`src/rtl/m92_pkg.sv`:
```
// Shared types and constants for the M92 program-ROM fetch path.
package m92_pkg;

  localparam logic [31:0] CPU_ROM_SDR_BASE = 32'h0010_0000;
  localparam int          LINE_TAG_W       = 17;

  typedef enum logic [1:0] {
    IDLE = 2'd0,
    FILL = 2'd1,
    RESP = 2'd2
  } fetch_state_t;

  function automatic logic [15:0] line_word(input logic [63:0] line, input logic [1:0] sel);
    logic [15:0] w;
    case (sel)
      2'd0:    w = line[15:0];
      2'd1:    w = line[31:16];
      2'd2:    w = line[47:32];
      default: w = line[63:48];
    endcase
    return w;
  endfunction

  // Byte address in SDRAM of the 8-byte line holding a ROM address.
  function automatic logic [31:0] line_byte_addr(input logic [31:0] base,
                                                 input logic [LINE_TAG_W-1:0] line_tag);
    return base + {12'd0, line_tag, 3'd0};
  endfunction

endpackage

```
`src/rtl/m92_rom_fetch_if.sv`:
```
// CPU-side read port and SDRAM-side line fetch port of the ROM fetch block.
interface m92_rom_fetch_if #(
  parameter int SDR_AW = 25
) ();
  logic              cpu_rd;
  logic              cpu_rom_memrq;
  logic [19:0]       rom_addr;
  logic              flush;
  logic [15:0]       cpu_dout;
  logic              cpu_valid;
  logic              cpu_busy;
  logic              sdr_req;
  logic [SDR_AW-1:0] sdr_addr;
  logic              sdr_ack;
  logic [63:0]       sdr_data;

  modport master (
    output cpu_rd, cpu_rom_memrq, rom_addr, flush, sdr_ack, sdr_data,
    input  cpu_dout, cpu_valid, cpu_busy, sdr_req, sdr_addr
  );

  modport slave (
    input  cpu_rd, cpu_rom_memrq, rom_addr, flush, sdr_ack, sdr_data,
    output cpu_dout, cpu_valid, cpu_busy, sdr_req, sdr_addr
  );
endinterface

```
`src/rtl/m92_rom_line.sv`:
```
// Single-line ROM buffer: 64-bit data, 17-bit tag, valid bit. Flush beats load.
module m92_rom_line
  import m92_pkg::*;
(
  input  logic                  clk_sys,
  input  logic                  reset_n,
  input  logic                  flush,
  input  logic                  load,
  input  logic                  load_valid,
  input  logic [LINE_TAG_W-1:0] load_tag,
  input  logic [63:0]           load_data,
  output logic                  valid,
  output logic [LINE_TAG_W-1:0] tag,
  output logic [63:0]           data
);

  logic                  valid_q, valid_d;
  logic [LINE_TAG_W-1:0] tag_q, tag_d;
  logic [63:0]           data_q, data_d;

  always_comb begin
    valid_d = valid_q;
    tag_d   = tag_q;
    data_d  = data_q;
    if (load) begin
      valid_d = load_valid;
      tag_d   = load_tag;
      data_d  = load_data;
    end
    if (flush) begin
      valid_d = 1'b0;
    end
  end

  always_ff @(posedge clk_sys or negedge reset_n) begin
    if (!reset_n) begin
      valid_q <= 1'b0;
      tag_q   <= '0;
      data_q  <= '0;
    end else begin
      valid_q <= valid_d;
      tag_q   <= tag_d;
      data_q  <= data_d;
    end
  end

  assign valid = valid_q;
  assign tag   = tag_q;
  assign data  = data_q;

endmodule

```
`src/rtl/m92_rom_fetch.sv`:
```
// CPU program-ROM word fetch through a one-line SDRAM buffer.
// Hit returns in 1 cycle; miss returns the cycle after sdr_ack. Busy while not idle.
module m92_rom_fetch
  import m92_pkg::*;
#(
  parameter int          SDR_AW   = 25,
  parameter logic [31:0] ROM_BASE = CPU_ROM_SDR_BASE
) (
  input logic            clk_sys,
  input logic            reset_n,
  m92_rom_fetch_if.slave bus
);

  fetch_state_t      state_q, state_d;
  logic [19:1]       addr_q, addr_d;
  logic [15:0]       cpu_dout_q, cpu_dout_d;
  logic              cpu_valid_q, cpu_valid_d;
  logic              sdr_req_q, sdr_req_d;
  logic [SDR_AW-1:0] sdr_addr_q, sdr_addr_d;
  logic              flushed_q, flushed_d;
  logic              arm_q, arm_d;

  logic                  line_valid;
  logic [LINE_TAG_W-1:0] line_tag;
  logic [63:0]           line_data;
  logic                  line_load;
  logic                  line_load_valid;

  logic        accept;
  logic        hit;
  logic [31:0] byte_addr;
  logic        unused_ok;

  m92_rom_line u_line (
    .clk_sys    (clk_sys),
    .reset_n    (reset_n),
    .flush      (bus.flush),
    .load       (line_load),
    .load_valid (line_load_valid),
    .load_tag   (addr_q[19:3]),
    .load_data  (bus.sdr_data),
    .valid      (line_valid),
    .tag        (line_tag),
    .data       (line_data)
  );

  // arm_q holds off acceptance until the second edge after reset release.
  assign accept    = bus.cpu_rd && bus.cpu_rom_memrq && (state_q == IDLE) && arm_q;
  assign hit       = line_valid && (line_tag == bus.rom_addr[19:3]) && !bus.flush;
  assign byte_addr = line_byte_addr(ROM_BASE, bus.rom_addr[19:3]);
  assign unused_ok = ^{bus.rom_addr[0], byte_addr};
  assign arm_d     = 1'b1;

  always_comb begin
    state_d         = state_q;
    addr_d          = addr_q;
    cpu_dout_d      = cpu_dout_q;
    cpu_valid_d     = 1'b0;
    sdr_req_d       = sdr_req_q;
    sdr_addr_d      = sdr_addr_q;
    flushed_d       = flushed_q;
    line_load       = 1'b0;
    line_load_valid = 1'b0;

    case (state_q)
      IDLE: begin
        if (accept) begin
          addr_d    = bus.rom_addr[19:1];
          flushed_d = 1'b0;
          if (hit) begin
            state_d     = RESP;
            cpu_valid_d = 1'b1;
            cpu_dout_d  = line_word(line_data, bus.rom_addr[2:1]);
          end else begin
            state_d    = FILL;
            sdr_req_d  = 1'b1;
            sdr_addr_d = byte_addr[SDR_AW:1];
          end
        end
      end
      FILL: begin
        if (bus.flush) begin
          flushed_d = 1'b1;
        end
        if (bus.sdr_ack) begin
          // A flush seen at any point of the fill delivers the word but leaves the line invalid.
          state_d         = RESP;
          sdr_req_d       = 1'b0;
          line_load       = 1'b1;
          line_load_valid = !flushed_q;
          cpu_valid_d     = 1'b1;
          cpu_dout_d      = line_word(bus.sdr_data, addr_q[2:1]);
        end
      end
      RESP: begin
        state_d = IDLE;
      end
      default: begin
        state_d = IDLE;
      end
    endcase
  end

  always_ff @(posedge clk_sys or negedge reset_n) begin
    if (!reset_n) begin
      state_q     <= IDLE;
      addr_q      <= '0;
      cpu_dout_q  <= '0;
      cpu_valid_q <= 1'b0;
      sdr_req_q   <= 1'b0;
      sdr_addr_q  <= '0;
      flushed_q   <= 1'b0;
      arm_q       <= 1'b0;
    end else begin
      state_q     <= state_d;
      addr_q      <= addr_d;
      cpu_dout_q  <= cpu_dout_d;
      cpu_valid_q <= cpu_valid_d;
      sdr_req_q   <= sdr_req_d;
      sdr_addr_q  <= sdr_addr_d;
      flushed_q   <= flushed_d;
      arm_q       <= arm_d;
    end
  end

  assign bus.cpu_dout  = cpu_dout_q;
  assign bus.cpu_valid = cpu_valid_q;
  assign bus.cpu_busy  = (state_q != IDLE);
  assign bus.sdr_req   = sdr_req_q;
  assign bus.sdr_addr  = sdr_addr_q;

endmodule

```
`src/flat_wrapper.sv`:
```
// flat-port wrapper written by rule: the top's interface ports become plain ports
module m92_rom_fetch_flat import m92_pkg::*;
#(
  parameter int          SDR_AW   = 25,
  parameter logic [31:0] ROM_BASE = CPU_ROM_SDR_BASE
)
  (clk_sys, reset_n, bus_cpu_rd, bus_cpu_rom_memrq, bus_rom_addr, bus_flush, bus_sdr_ack, bus_sdr_data, bus_cpu_dout, bus_cpu_valid, bus_cpu_busy, bus_sdr_req, bus_sdr_addr);
  m92_rom_fetch_if #(.SDR_AW(SDR_AW)) bus_i ();
  input logic clk_sys;
  input logic reset_n;
  input wire logic [$bits(bus_i.cpu_rd)-1:0] bus_cpu_rd;
  input wire logic [$bits(bus_i.cpu_rom_memrq)-1:0] bus_cpu_rom_memrq;
  input wire logic [$bits(bus_i.rom_addr)-1:0] bus_rom_addr;
  input wire logic [$bits(bus_i.flush)-1:0] bus_flush;
  input wire logic [$bits(bus_i.sdr_ack)-1:0] bus_sdr_ack;
  input wire logic [$bits(bus_i.sdr_data)-1:0] bus_sdr_data;
  output wire logic [$bits(bus_i.cpu_dout)-1:0] bus_cpu_dout;
  output wire logic [$bits(bus_i.cpu_valid)-1:0] bus_cpu_valid;
  output wire logic [$bits(bus_i.cpu_busy)-1:0] bus_cpu_busy;
  output wire logic [$bits(bus_i.sdr_req)-1:0] bus_sdr_req;
  output wire logic [$bits(bus_i.sdr_addr)-1:0] bus_sdr_addr;
  assign bus_i.cpu_rd = bus_cpu_rd;
  assign bus_i.cpu_rom_memrq = bus_cpu_rom_memrq;
  assign bus_i.rom_addr = bus_rom_addr;
  assign bus_i.flush = bus_flush;
  assign bus_i.sdr_ack = bus_sdr_ack;
  assign bus_i.sdr_data = bus_sdr_data;
  assign bus_cpu_dout = bus_i.cpu_dout;
  assign bus_cpu_valid = bus_i.cpu_valid;
  assign bus_cpu_busy = bus_i.cpu_busy;
  assign bus_sdr_req = bus_i.sdr_req;
  assign bus_sdr_addr = bus_i.sdr_addr;
  m92_rom_fetch #(.SDR_AW(SDR_AW), .ROM_BASE(ROM_BASE)) u_core (.clk_sys(clk_sys), .reset_n(reset_n), .bus(bus_i));
endmodule
```
`config.mk`:
```
export PLATFORM = sky130hd
export DESIGN_NAME = m92_rom_fetch_flat
export DESIGN_NICKNAME = d
export VERILOG_FILES = /design/src/rtl/m92_pkg.sv /design/src/rtl/m92_rom_fetch_if.sv /design/src/rtl/m92_rom_line.sv /design/src/rtl/m92_rom_fetch.sv /design/src/flat_wrapper.sv
export SDC_FILE = /design/constraint.sdc
export NUM_CORES = 1
export LEC_CHECK = 0
export CAP_MARGIN = 40
export CORE_UTILIZATION = 30
export CTS_CLUSTER_SIZE = 24
export DETAILED_ROUTE_END_ITERATION = 7
export DONT_BUFFER_PORTS = 1
export SYNTH_ARGS = -nofsm -noshare
export SYNTH_HDL_FRONTEND = slang
export SYNTH_SLANG_ARGS = --single-unit
```
`constraint.sdc`:
```
create_clock -name clk_sys -period 1.62 [get_ports clk_sys]
set_input_delay 0.162 -clock clk_sys [delete_from_list [all_inputs] [get_ports clk_sys]]
set_output_delay 0.162 -clock clk_sys [all_outputs]
set_load 0.02 [all_outputs]
```
Word level (Yosys, flattened, before mapping):

Cells that the tools add are included.

* flip-flop bits (word level): 148
* bits of input ports: 90
* output and inout port bits: 44
* word-level logic and storage cells: 69

* $add $sub $neg: 1
* equality and inequality tests: 11
* mux-type cells: 26
* bitwise gates (word level): 1
* reduce and logical (&&, ||, !) cells: 19

Operators by type and width (number)
* 16-bit one-hot mux with 3 select lines: 2
* 16-bit two-way mux: 3
* 16-bit one-hot mux with 2 select lines: 1
* 21-bit by 20-bit adder with 22-bit output (first input constant): 1
* 17-bit == test: 1
* 1-bit two-way mux: 13
* 4-bit AND reduction: 2
* 2-bit by 1-bit == test with 1-bit output (second input constant): 3
* 2-bit zero test: 3
* 2-bit two-way mux: 3
* 2-bit inequality test (second input constant): 3
* 1-bit one-hot mux with 2 select lines: 3
* 3-bit AND reduction: 2
* 2-bit nonzero test: 3
* 1-bit logical AND: 5
* 2-bit == test (second input constant): 2
* 2-bit by 1-bit inequality test with 1-bit output (second input constant): 2
* 2-bit one-hot mux with 2 select lines: 1
* 2-bit AND reduction: 2
* 1-bit zero test: 2
* 1-bit NOT: 1

Depth between registers and ports, before layout:

Gate-level depths: netlist of run 1.

* depth after elaboration: 6
* mapped depth: 7
* gate-level depth less buffers: 5

Modules after synthesis:

A second synthesis of run 1 with hierarchy kept.

* cells, all modules: 524
* area total of the unflattened synthesis: 6929.1 um^2

By module, submodules not included
* m92_rom_fetch: instances 1, cells each 350, area an instance 3483.3 um^2, sequential area each 1476.4 um^2
* m92_rom_line: instances 1, cells each 174, area an instance 3445.8 um^2, sequential area each 2052.0 um^2

Worst setup path after synthesis of run 1:

No wires, ideal clock.

* path kind: register to register
* start: register u_core.u_line.tag_q[5] (netlist: u_core.u_line.tag[5])
* end: register u_core.sdr_addr_q[11] (netlist: u_core.bus.sdr_addr[11])
* setup time: 0.125 ns
* arrival: 1.628 ns
* data required time: 1.495 ns
* path slack: -0.132 ns
* cell stages (with the launch flop): 7
* buffers on the path: 1
* clock period less this slack: 1.752 ns
* cells stage by stage: dfrtp_1 > xor2_1 > nor4_2 > nand3_2 > o21ai_1 > buf_4 > mux2_2

* cells in the longest elaborated chain, start to end: 5

RTL lines
* start: declaration: RTL line m92_rom_line.sv:18 `logic [LINE_TAG_W-1:0] tag_q, tag_d;`
* start signal: assignment: RTL line m92_rom_line.sv:42 `tag_q <= tag_d;`
* 17-bit == test: RTL line m92_rom_fetch.sv:49 `assign hit = line_valid && (line_tag == bus.rom_addr[19:3]) && !bus.flush;`
* 1-bit logical AND (2 in series): RTL line m92_rom_fetch.sv:49
* 1-bit NOT (no source line)
* 3-bit AND reduction (no source line)
* end signal: assignment: RTL line m92_rom_fetch.sv:120 `sdr_addr_q <= sdr_addr_d;`
* end: declaration: RTL line m92_rom_fetch.sv:19 `logic [SDR_AW-1:0] sdr_addr_q, sdr_addr_d;`

No other way between the ends.
A chain may end at the register's enable or synchronous reset.

Final worst setup path of run 1:

* start: register u_core.u_line.tag_q[7] (netlist: u_core.u_line.tag[7])
* end: register u_core.sdr_addr_q[3] (netlist: u_core.bus.sdr_addr[3])

The elaborated chain is that of the path after synthesis.

==> results of run 1 <==
==> timing repair <==
action | CTS | global route
resized for setup | 9 | 30
pin swaps | 2 | 10
endpoints found under the setup margin | 108 | 52
endpoints found under the hold margin | 244 | 141
setup buffers | 0 | 4
cloned | 1 | 2
==> path summary, 6_finish.rpt <==
path                                 startpoint                      to  slack, ns
max in group asynchronous               reset_n        u_core.addr_q[1]       1.92
hold reg to reg               u_core.addr_q[18]   u_core.u_line.tag[15]       0.50
hold / removal                          reset_n  u_core.u_line.data[55]      -0.56
min in group clk_sys            bus_sdr_data[5]  u_core.bus.cpu_dout[5]       0.13
setup reg to reg           u_core.u_line.tag[7]  u_core.bus.sdr_addr[3]      -0.26
setup / recovery           u_core.u_line.tag[7]  u_core.bus.sdr_addr[3]      -0.26
==> worst max-delay path: stages (launching register included) <==
cell     delay, ns
dfrtp_1       0.39
xor2_1        0.16
nor4_2        0.32
nand2_1       0.14
o21ai_2       0.23
buf_12        0.19
mux2_2        0.34
==> synthesized netlist by cell type (all sizes together) <==
cell | n | area share [%]
inv | 16 | 0.92
o211ai | 1 | 0.11
o21ai | 4 | 0.48
mux2i | 79 | 12
buf | 28 | 2.7
or3 | 1 | 0.096
dfrtp | 141 | 54
nor4 | 4 | 0.77
o221ai | 1 | 0.13
o22a | 1 | 0.13
mux2 | 118 | 20
clkbuf | 8 | 0.46
nand2 | 6 | 0.34
nand3 | 2 | 0.23
nor2b | 1 | 0.096
o22ai | 30 | 2.9
nor3b | 1 | 0.11
xor2 | 17 | 2.3
nand2b | 4 | 0.38
a21oi | 2 | 0.15
conb | 2 | 0.11
nor2 | 19 | 1.1
and4 | 1 | 0.13
==> stage by stage <==
step                utilization (%)  setup TNS [ns]
floorplan                         -           -2.61
global placement               33.2           -7.70
detailed placement             33.2           -9.06
CTS                            40.5           -7.25
global route                   41.5          -12.27
finish                         41.5           -7.75
==> flip-flops by register name, summed over array words and instances, names as in the netlist <==
name and flops:
u_core.addr_q 19, u_core.arm_q 1, u_core.bus.cpu_dout 16, u_core.bus.cpu_valid 1
u_core.bus.sdr_addr 18, u_core.bus.sdr_req 1, u_core.flushed_q 1, u_core.state_q 2
u_core.u_line.data 64, u_core.u_line.tag 17, u_core.u_line.valid 1
==> report_power, final <==
part	switching [uW]	total, uW	internal [uW]
logic	1170	3020	1850
clock network	1550	4290	2740
registers	1210	5970	4760
==> kinds of logic after synthesis <==
family	after synthesis
muxes	197
DFF	141
buffers and inverters	52
AOI/OAI and AO/OA	39
and+or+nand+nor	39
xor gates and xnor gates	17
other	2
==> metal layers <==
layer / vias to the layer above / part of all wire, %
met5: - / 0
met3: 16 / 7.7
li1: 1937 / -
met2: 159 / 47
met4: 0 / 1.2
met1: 2235 / 44
==> layout make-up <==
cell class	instances	area, um^2	area share [%]
clock buffer	18	429	4.87
tap	275	344	3.90
multi-input combinational	300	2940	33.4
inverter	16	60.1	0.682
timing repair buffer	116	1290	14.7
sequential	141	3530	40.1
clock inverter	13	214	2.43
==> metrics, run 1 <==
Core Rows 53; largest net degree at the start of global routing 142; placed cell areas between 0.007 and 0.008 mm^2; Tmin final approximately 1.9 ns; initial antenna violation count 0; Num CTS Buffers 17; dpl ws -0.259 ns; Worst Path Class, Setup flop to flop; area delta synth->final 34.8%; share of cells above drive strength 1 between 30% and 40%; clk_skew around 0.014 ns; die height around 150 um; Filler Cell Count 1988; GR Layer Usage met3 5.18%; YS warnings 0; max-capacitance violation count 0; ant diodes 0; largest family of logic cells by synthesized area multiplexers; via count 4347; crit-path max FO 14; DRC viols 0; FF+latch count, synth approximately 140; drt first-iter violations 150; All-Layer GR Usage 16.4%; Final Setup Violations 37; peak supply drop between 0.0007 and 0.0008 V; nets between 600 and 700; PortBufs 0; synthesized area per cell 13.4 um^2; post-DP HPWL ~11000 um; Hold-fix buffers, CTS 85; core area approximately 0.021 mm^2; Min-Delay Path Class input pin to asynchronous set/reset pin; final hold slack -0.558 ns; initial core utilization 30.8%; max-slew violation count 0; setup ws final -0.263 ns; Total Wirelength between 15000 and 20000 um; grt total ovfl 0; Routed Antenna Nets 0; mux cell area share after synthesis 32.5%; most frequent cells in the layout 140 x dfrtp_1, 85 x dlygate4sd3_1, 79 x mux2i_1; Vias/cell around 5; vias in the first global route 4803; Reg clk slew, reported paths around 0.06 ns; cells after synthesis between 400 and 500; total die area approximately 0.022 mm^2; CTS Sinks about 140; CTS max path bufs 2; Compound-Gate Fraction of Synth Area 3.88%; IO Count 134; failing checks negative hold slack, negative setup slack; die extent in x 150 um; startpoint types flop; Power Total between 10000 and 15000 uW; crit share post-route 116%; Worst Path Arrival about 2.2 ns; GP Congestion between 0.7 and 0.8; Post-Synth Simple-Gate Area under 10%; Wirelength per Cell around 21 um; post-synthesis xor/xnor area fraction 2.28%; Max H-tree Level 4; final hold violations between 100 and 150; Post-Syn Area approximately 0.0065 mm^2; Adder-Cell Fraction of Synth Area 0%; outcome finished, violations left; Crit. End Element flop; P_leak a little under 0.004 uW; unique cell type count in the Yosys netlist 31; Pwr Density between 1500 and 2000 mW/mm^2; commonest non-fill, non-tap cell in the layout dfrtp_1; Cells after DPL about 760; Clk Latency, worst-skew pair approximately 0.42 ns; post-route cell area around 0.0088 mm^2; met1 Usage GRT roughly a fifth; Root Buffer clkbuf_16; drt pass-1 iters 4; gr busiest metal met2; Max Clk Rate between 0.5 and 0.6 GHz; unrepaired setup endpoints after global routing yes; Seq/Total Area, Yosys between 50 and 60%; WP data required approximately 1.9 ns; CTS tree built; M2 GR Usage between 20% and 30%; Finished Layout Cells between 800 and 900; first-pass GRT wire length 27000 um; FF-to-FF path depth 6
(Power assumes the default switching activity.)
==> run 2, diff against run 1 <==
--- a/config.mk
+++ b/config.mk
@@ -5,9 +5,8 @@
 export SDC_FILE = /design/constraint.sdc
 export NUM_CORES = 1
 export LEC_CHECK = 0
-export CAP_MARGIN = 40
+export CAP_MARGIN = 20
 export CORE_UTILIZATION = 30
-export CTS_CLUSTER_SIZE = 24
 export DETAILED_ROUTE_END_ITERATION = 7
 export DONT_BUFFER_PORTS = 1
 export SYNTH_ARGS = -nofsm -noshare
==> constraint.sdc (replaced) <==
create_clock -name clk_sys -period 2.15 [get_ports clk_sys]
set_input_delay 0.215 -clock clk_sys [delete_from_list [all_inputs] [get_ports clk_sys]]
set_output_delay 0.215 -clock clk_sys [all_outputs]
set_load 0.02 [all_outputs]
==> run 2 against run 1 <==
Compared with the run above: the flow finishes with violations (negative hold slack); combinational power fell by 35%; worst hold slack improved by 0.044 ns; clock skew fell by 0.0068 ns; flip-flop and latch count did not move; cell count fell by 1.7%; routed wire length fell by 11%; sequential share of layout area rose by 2.6 points; core utilization fell by 2.5 points; first-iteration DRC count fell by 9.3%; via count fell by 5.2%; register-to-register slack improved by 0.47 ns; sequential power fell by 25%; largest cell class unchanged; largest power group unchanged; highest routed layer unchanged.
==> metrics, run 2 (synthesis results as in run 1) <==
outcome finished, violations left; failing checks negative hold slack; Vias/cell ~4.8; final hold slack -0.515 ns; grt total ovfl 0; drt first-iter violations around 140; Pwr Density between 1000 and 1500 mW/mm^2; Reg clk slew, reported paths 0.07 ns; Hold-fix buffers, CTS 85; DRC viols 0; Crit. End Element flop; drt pass-1 iters 4; nets about 670; first-pass GRT wire length around 26000 um; All-Layer GR Usage between 15 and 20%; clk_skew approximately 0.0073 ns; P_leak roughly 0.0036 uW; reg-to-reg startpoint u_core.u_line.tag[5]; unrepaired setup endpoints after global routing no; crit share post-route roughly nine tenths; Finished Layout Cells around 860; Num CTS Buffers 17; placed cell areas just under 0.007 mm^2; initial antenna violation count 0; max-slew violation count 0; die extent in x about 150 um; commonest non-fill, non-tap cell in the layout dfrtp_1; CTS tree built; share of cells above drive strength 1 a little over a quarter; max reg flops 64; setup ws final ~0.20 ns; Routed Antenna Nets 0; area delta synth->final 26.6%; R2R setup slack slightly above 0.2 ns; Filler Cell Count 2016; total die area about 0.022 mm^2; crit-path max FO 10; core area approximately 0.021 mm^2; Root Buffer clkbuf_16; GP Congestion about 0.78; startpoint types flop; post-DP HPWL slightly above 10000 um; Tmin final just under 2 ns; peak supply drop between 0.0004 and 0.0005 V; WP data required approximately 2.5 ns; Max Clk Rate between 0.5 and 0.6 GHz; utilization after layout 39.0%; post-route cell area slightly above 0.008 mm^2; via count 4120; CTS Sinks approximately 140; # Post-CTS Setup Buffers 0; Worst Path Class, Setup flop to flop; IO Count 134; largest net degree at the start of global routing between 100 and 150; FF-to-FF path depth 6; crit path capture u_core.bus.sdr_addr[3]; initial core utilization about 31%; max-capacitance violation count 0; Critical path origin u_core.u_line.tag[5]; most frequent cells in the layout 140 x dfrtp_1, 105 x mux2_2, 85 x dlygate4sd3_1; ant diodes 0; CTS max path bufs 2; Crit-path slowest cell dfrtp_1; die height 150 um; crit path cell chain xor2_1 > nor4_2 > nand3_2 > o21ai_2 > buf_4 > mux2_2; Clk Latency, worst-skew pair around 0.42 ns; Resize count post-CTS 0; Total Wirelength 16100 um; Min-Delay Path Class input pin to asynchronous set/reset pin; Cells after DPL approximately 750; Wirelength per Cell about 19 um; vias in the first global route ~4600; Max H-tree Level 4; PortBufs 0; reg2reg end u_core.bus.sdr_addr[3]; setup TNS 0 ns; Worst Path Arrival between 2 and 2.5 ns; Final Setup Violations 0; dpl ws approximately 0.17 ns; final hold violations between 100 and 150; Core Rows 53; Critical Path Max Stage Delay 0.39 ns
run 2: layer usage:
metal | wire length, um | track usage, % | up-vias
met3 | 876 | 4.42 | 10
met1 | 6930 | 18.8 | 2118
met5 | 0 | 0 | -
met2 | 8200 | 25.9 | 102
met4 | 131 | 4.44 | 0
li1 | - | - | 1890
run 2: area by class of cell:
type	instances	area (um^2)	area share, %
Sequential cell	141	3530	42.6
Multi-Input combinational cell	300	2780	33.6
Clock buffer	18	429	5.19
Timing Repair Buffer	100	1000	12.1
Inverter	16	60.1	0.726
Tap cell	275	344	4.16
Clock inverter	14	133	1.60
run 2: critical path: cells and delay by family, from the launching register on:
family | cells | cell delay, ns
flip-flops | 1 | 0.39
multiplexers | 1 | 0.35
AO/OA/AOI/OAI | 1 | 0.18
XOR/XNOR | 1 | 0.15
buffers and inverters | 1 | 0.21
AND/OR/NAND/NOR | 2 | 0.56
run 2: power by group:
part           switching (uW)  internal (uW)  total (uW)
registers                 888           3580        4470
logic                     787           1170        1950
clock network            1260           1530        2780
total                    2930           6280        9210
run 2: how the worst min path moves through the flow:
stage / startpoint / end / slack (ns) / cells after the start
after CTS: reset_n / u_core.u_line.data[1] / -0.54 / 0
after detailed placement: reset_n / u_core.u_line.data[1] / -0.08 / 0
after global routing: reset_n / u_core.u_line.data[1] / -0.54 / 0
final: reset_n / u_core.u_line.data[1] / -0.51 / 0
after global placement: reset_n / u_core.u_line.data[1] / -0.08 / 0
after floorplan: reset_n / u_core.addr_q[10] / -0.08 / 0
run 2: per-stage QoR:
| step | power (uW) | hold WS, ns |
|---|---|---|
| after floorplan | 5870 | -0.0806 |
| after global placement | 6190 | -0.0766 |
| after detailed placement | 6350 | -0.0756 |
| after CTS | 9320 | -0.535 |
| after global routing | 9730 | -0.544 |
| final | 9210 | -0.515 |
==> run 3, diff against run 2 <==
--- a/config.mk
+++ b/config.mk
@@ -6,7 +6,7 @@
 export NUM_CORES = 1
 export LEC_CHECK = 0
 export CAP_MARGIN = 20
-export CORE_UTILIZATION = 30
+export CORE_UTILIZATION = 35
 export DETAILED_ROUTE_END_ITERATION = 7
 export DONT_BUFFER_PORTS = 1
 export SYNTH_ARGS = -nofsm -noshare
==> run 3 against run 2 <==
Compared with the run above: die area is 14% lower; fmax is 0.28% higher; largest cell class unchanged; routed wire length is 0.15% higher; clock-buffer cell count is 1 higher; cell area is 0.12% higher; critical path type unchanged; the flow finishes with violations (design-rule violations, negative hold slack); global-route usage is 2.6 points higher; critical endpoint is now u_core.bus.sdr_addr[4]; non-clock buffer count is 1 higher; worst hold slack better by 0.010 ns; clock skew is 0.0038 ns higher; sequential share of layout area is 0.052 points lower; clock power is 12% higher.
==> metrics, run 3 (synthesis results as in run 1) <==
failing checks design-rule violations, negative hold slack; Num CTS Buffers 17; CTS tree built; GP Congestion 0.757; initial antenna violation count 0; max-capacitance violation count 0; Hold-fix buffers, CTS 85; Filler Cell Count approximately 1700; Reg clk slew, reported paths 0.06 ns; post-DP HPWL 9720 um; total die area a little under 0.02 mm^2; crit share post-route 90.3%; PortBufs 0; max reg flops 64; die extent in x 139 um; Worst Path Arrival between 2 and 2.5 ns; nets roughly 670; P_leak between 0.003 and 0.004 uW; Pwr Density around 1200 mW/mm^2; DRC viols 13; outcome finished, violations left; final hold slack -0.504 ns; unrepaired setup endpoints after global routing no; Critical path origin u_core.u_line.tag[1]; CP top delay family simple AND/OR/NAND/NOR gates; Routed Antenna Nets 0; Worst Tran Pin Value approximately 0.57 ns; Crit. End Element flop; Critical Path Max Stage Delay around 0.38 ns; Tmin final about 1.9 ns; initial core utilization approximately 36%; Root Buffer clkbuf_16; Core Rows 49; Wirelength per Cell between 15 and 20 um; reg-to-reg startpoint u_core.u_line.tag[1]; crit-path max FO 15; setup TNS 0 ns; max-slew violation count 0; die height roughly 140 um; crit path cell chain xor2_1 > nor4_2 > nand3_2 > o21ai_2 > buf_12 > mux2_2; CTS max path bufs 2; IO Count around 130; Max H-tree Level 4; clk_skew between 0.01 and 0.015 ns; Max Clk Rate 0.515 GHz; Buf+Inv Stages, Crit Path 1; Total Wirelength around 16000 um; Worst slew margin 62.1%; vias in the first global route between 4000 and 5000; Worst Path Class, Setup flop to flop; All-Layer GR Usage between 10% and 20%; utilization after layout about 46%; via count roughly 4200; share of cells above drive strength 1 27.3%; Vias/cell between 5 and 6; Min-Delay Path Class input pin to asynchronous set/reset pin; # Post-CTS Setup Buffers 0; grt total ovfl 0; core area 0.0181 mm^2; first-pass GRT wire length between 20000 and 30000 um; peak supply drop around 0.00063 V; Final Setup Violations 0; Resize count post-CTS 0; Clk Latency, worst-skew pair ~0.42 ns; WP data required around 2.4 ns; final hold violations approximately 140; commonest non-fill, non-tap cell in the layout dfrtp_1; most frequent cells in the layout 140 x dfrtp_1, 105 x mux2_2, 85 x dlygate4sd3_1; Crit-path slowest cell dfrtp_1; drt first-iter violations between 100 and 150; largest net degree at the start of global routing around 140; CTS Sinks 141; Reg area roughly 0.0035 mm^2; area delta synth->final 26.7%; multi-input logic area between 0.002 and 0.003 mm^2; startpoint types flop; ant diodes 0; drt pass-1 iters 8
run 3: cell count changes in the layout (fill, tap and decap cells not counted), sizes merged:
cell / change
buf: +1
bufinv: +4
clkbuf: +1
clkinv: -7
clkinvlp: +5
inv: -3
run 3: where the power goes:
| group | total [uW] | internal (uW) | switching, uW |
|---|---|---|---|
| clock | 3110 | 1950 | 1160 |
| sequential | 4460 | 3580 | 870 |
| combinational | 1980 | 1180 | 802 |
| total | 9540 | 6710 | 2830 |
run 3: worst register-to-register path, stage by stage (launching register included):
cell     delay (ns)
dfrtp_1        0.38
xor2_1         0.17
nor4_2         0.32
nand3_2        0.20
o21ai_2        0.22
buf_12         0.18
mux2_2         0.35
run 3: layout make-up:
| type | count | share of cell area (%) |
|---|---|---|
| sequential | 141 | 42.6 |
| multi-input combinational | 300 | 33.5 |
| timing repair buffer | 101 | 12.2 |
| clock buffer | 19 | 5.22 |
| tap | 229 | 3.46 |
| clock inverter | 13 | 2.28 |
| inverter | 16 | 0.725 |
run 3: layer usage:
layer | share of wire, % | global-route usage (%)
met3 | 6.9 | 5.70
met1 | 44 | 22.9
met2 | 48 | 28.8
met4 | 1.4 | 5.73
met5 | 0 | 0
run 3: final timing paths:
check | endpoint | slack, ns | cells past startpoint
max | u_core.bus.sdr_addr[4] | 0.21 | 6
max reg2reg | u_core.bus.sdr_addr[4] | 0.21 | 6
max in group asynchronous | u_core.bus.sdr_addr[4] | 2.46 | 0
min in group clk_sys | u_core.bus.cpu_dout[14] | 0.12 | 3
min | u_core.u_line.data[53] | -0.50 | 0
min reg2reg | u_core.addr_q[13] | 0.50 | 1
run 3: through the flow:
step           area [um^2]  std cells  total power [uW]  setup slack (ns)
2_1_floorplan         6560        493              5870             0.398
3_3_place_gp          6810        702              6200             0.253
3_5_place_dp          6810        702              6360             0.196
4_1_cts               8290        819              9640             0.184
5_1_grt               8290        819             10100             0.106
6_report              8290        819              9540             0.209
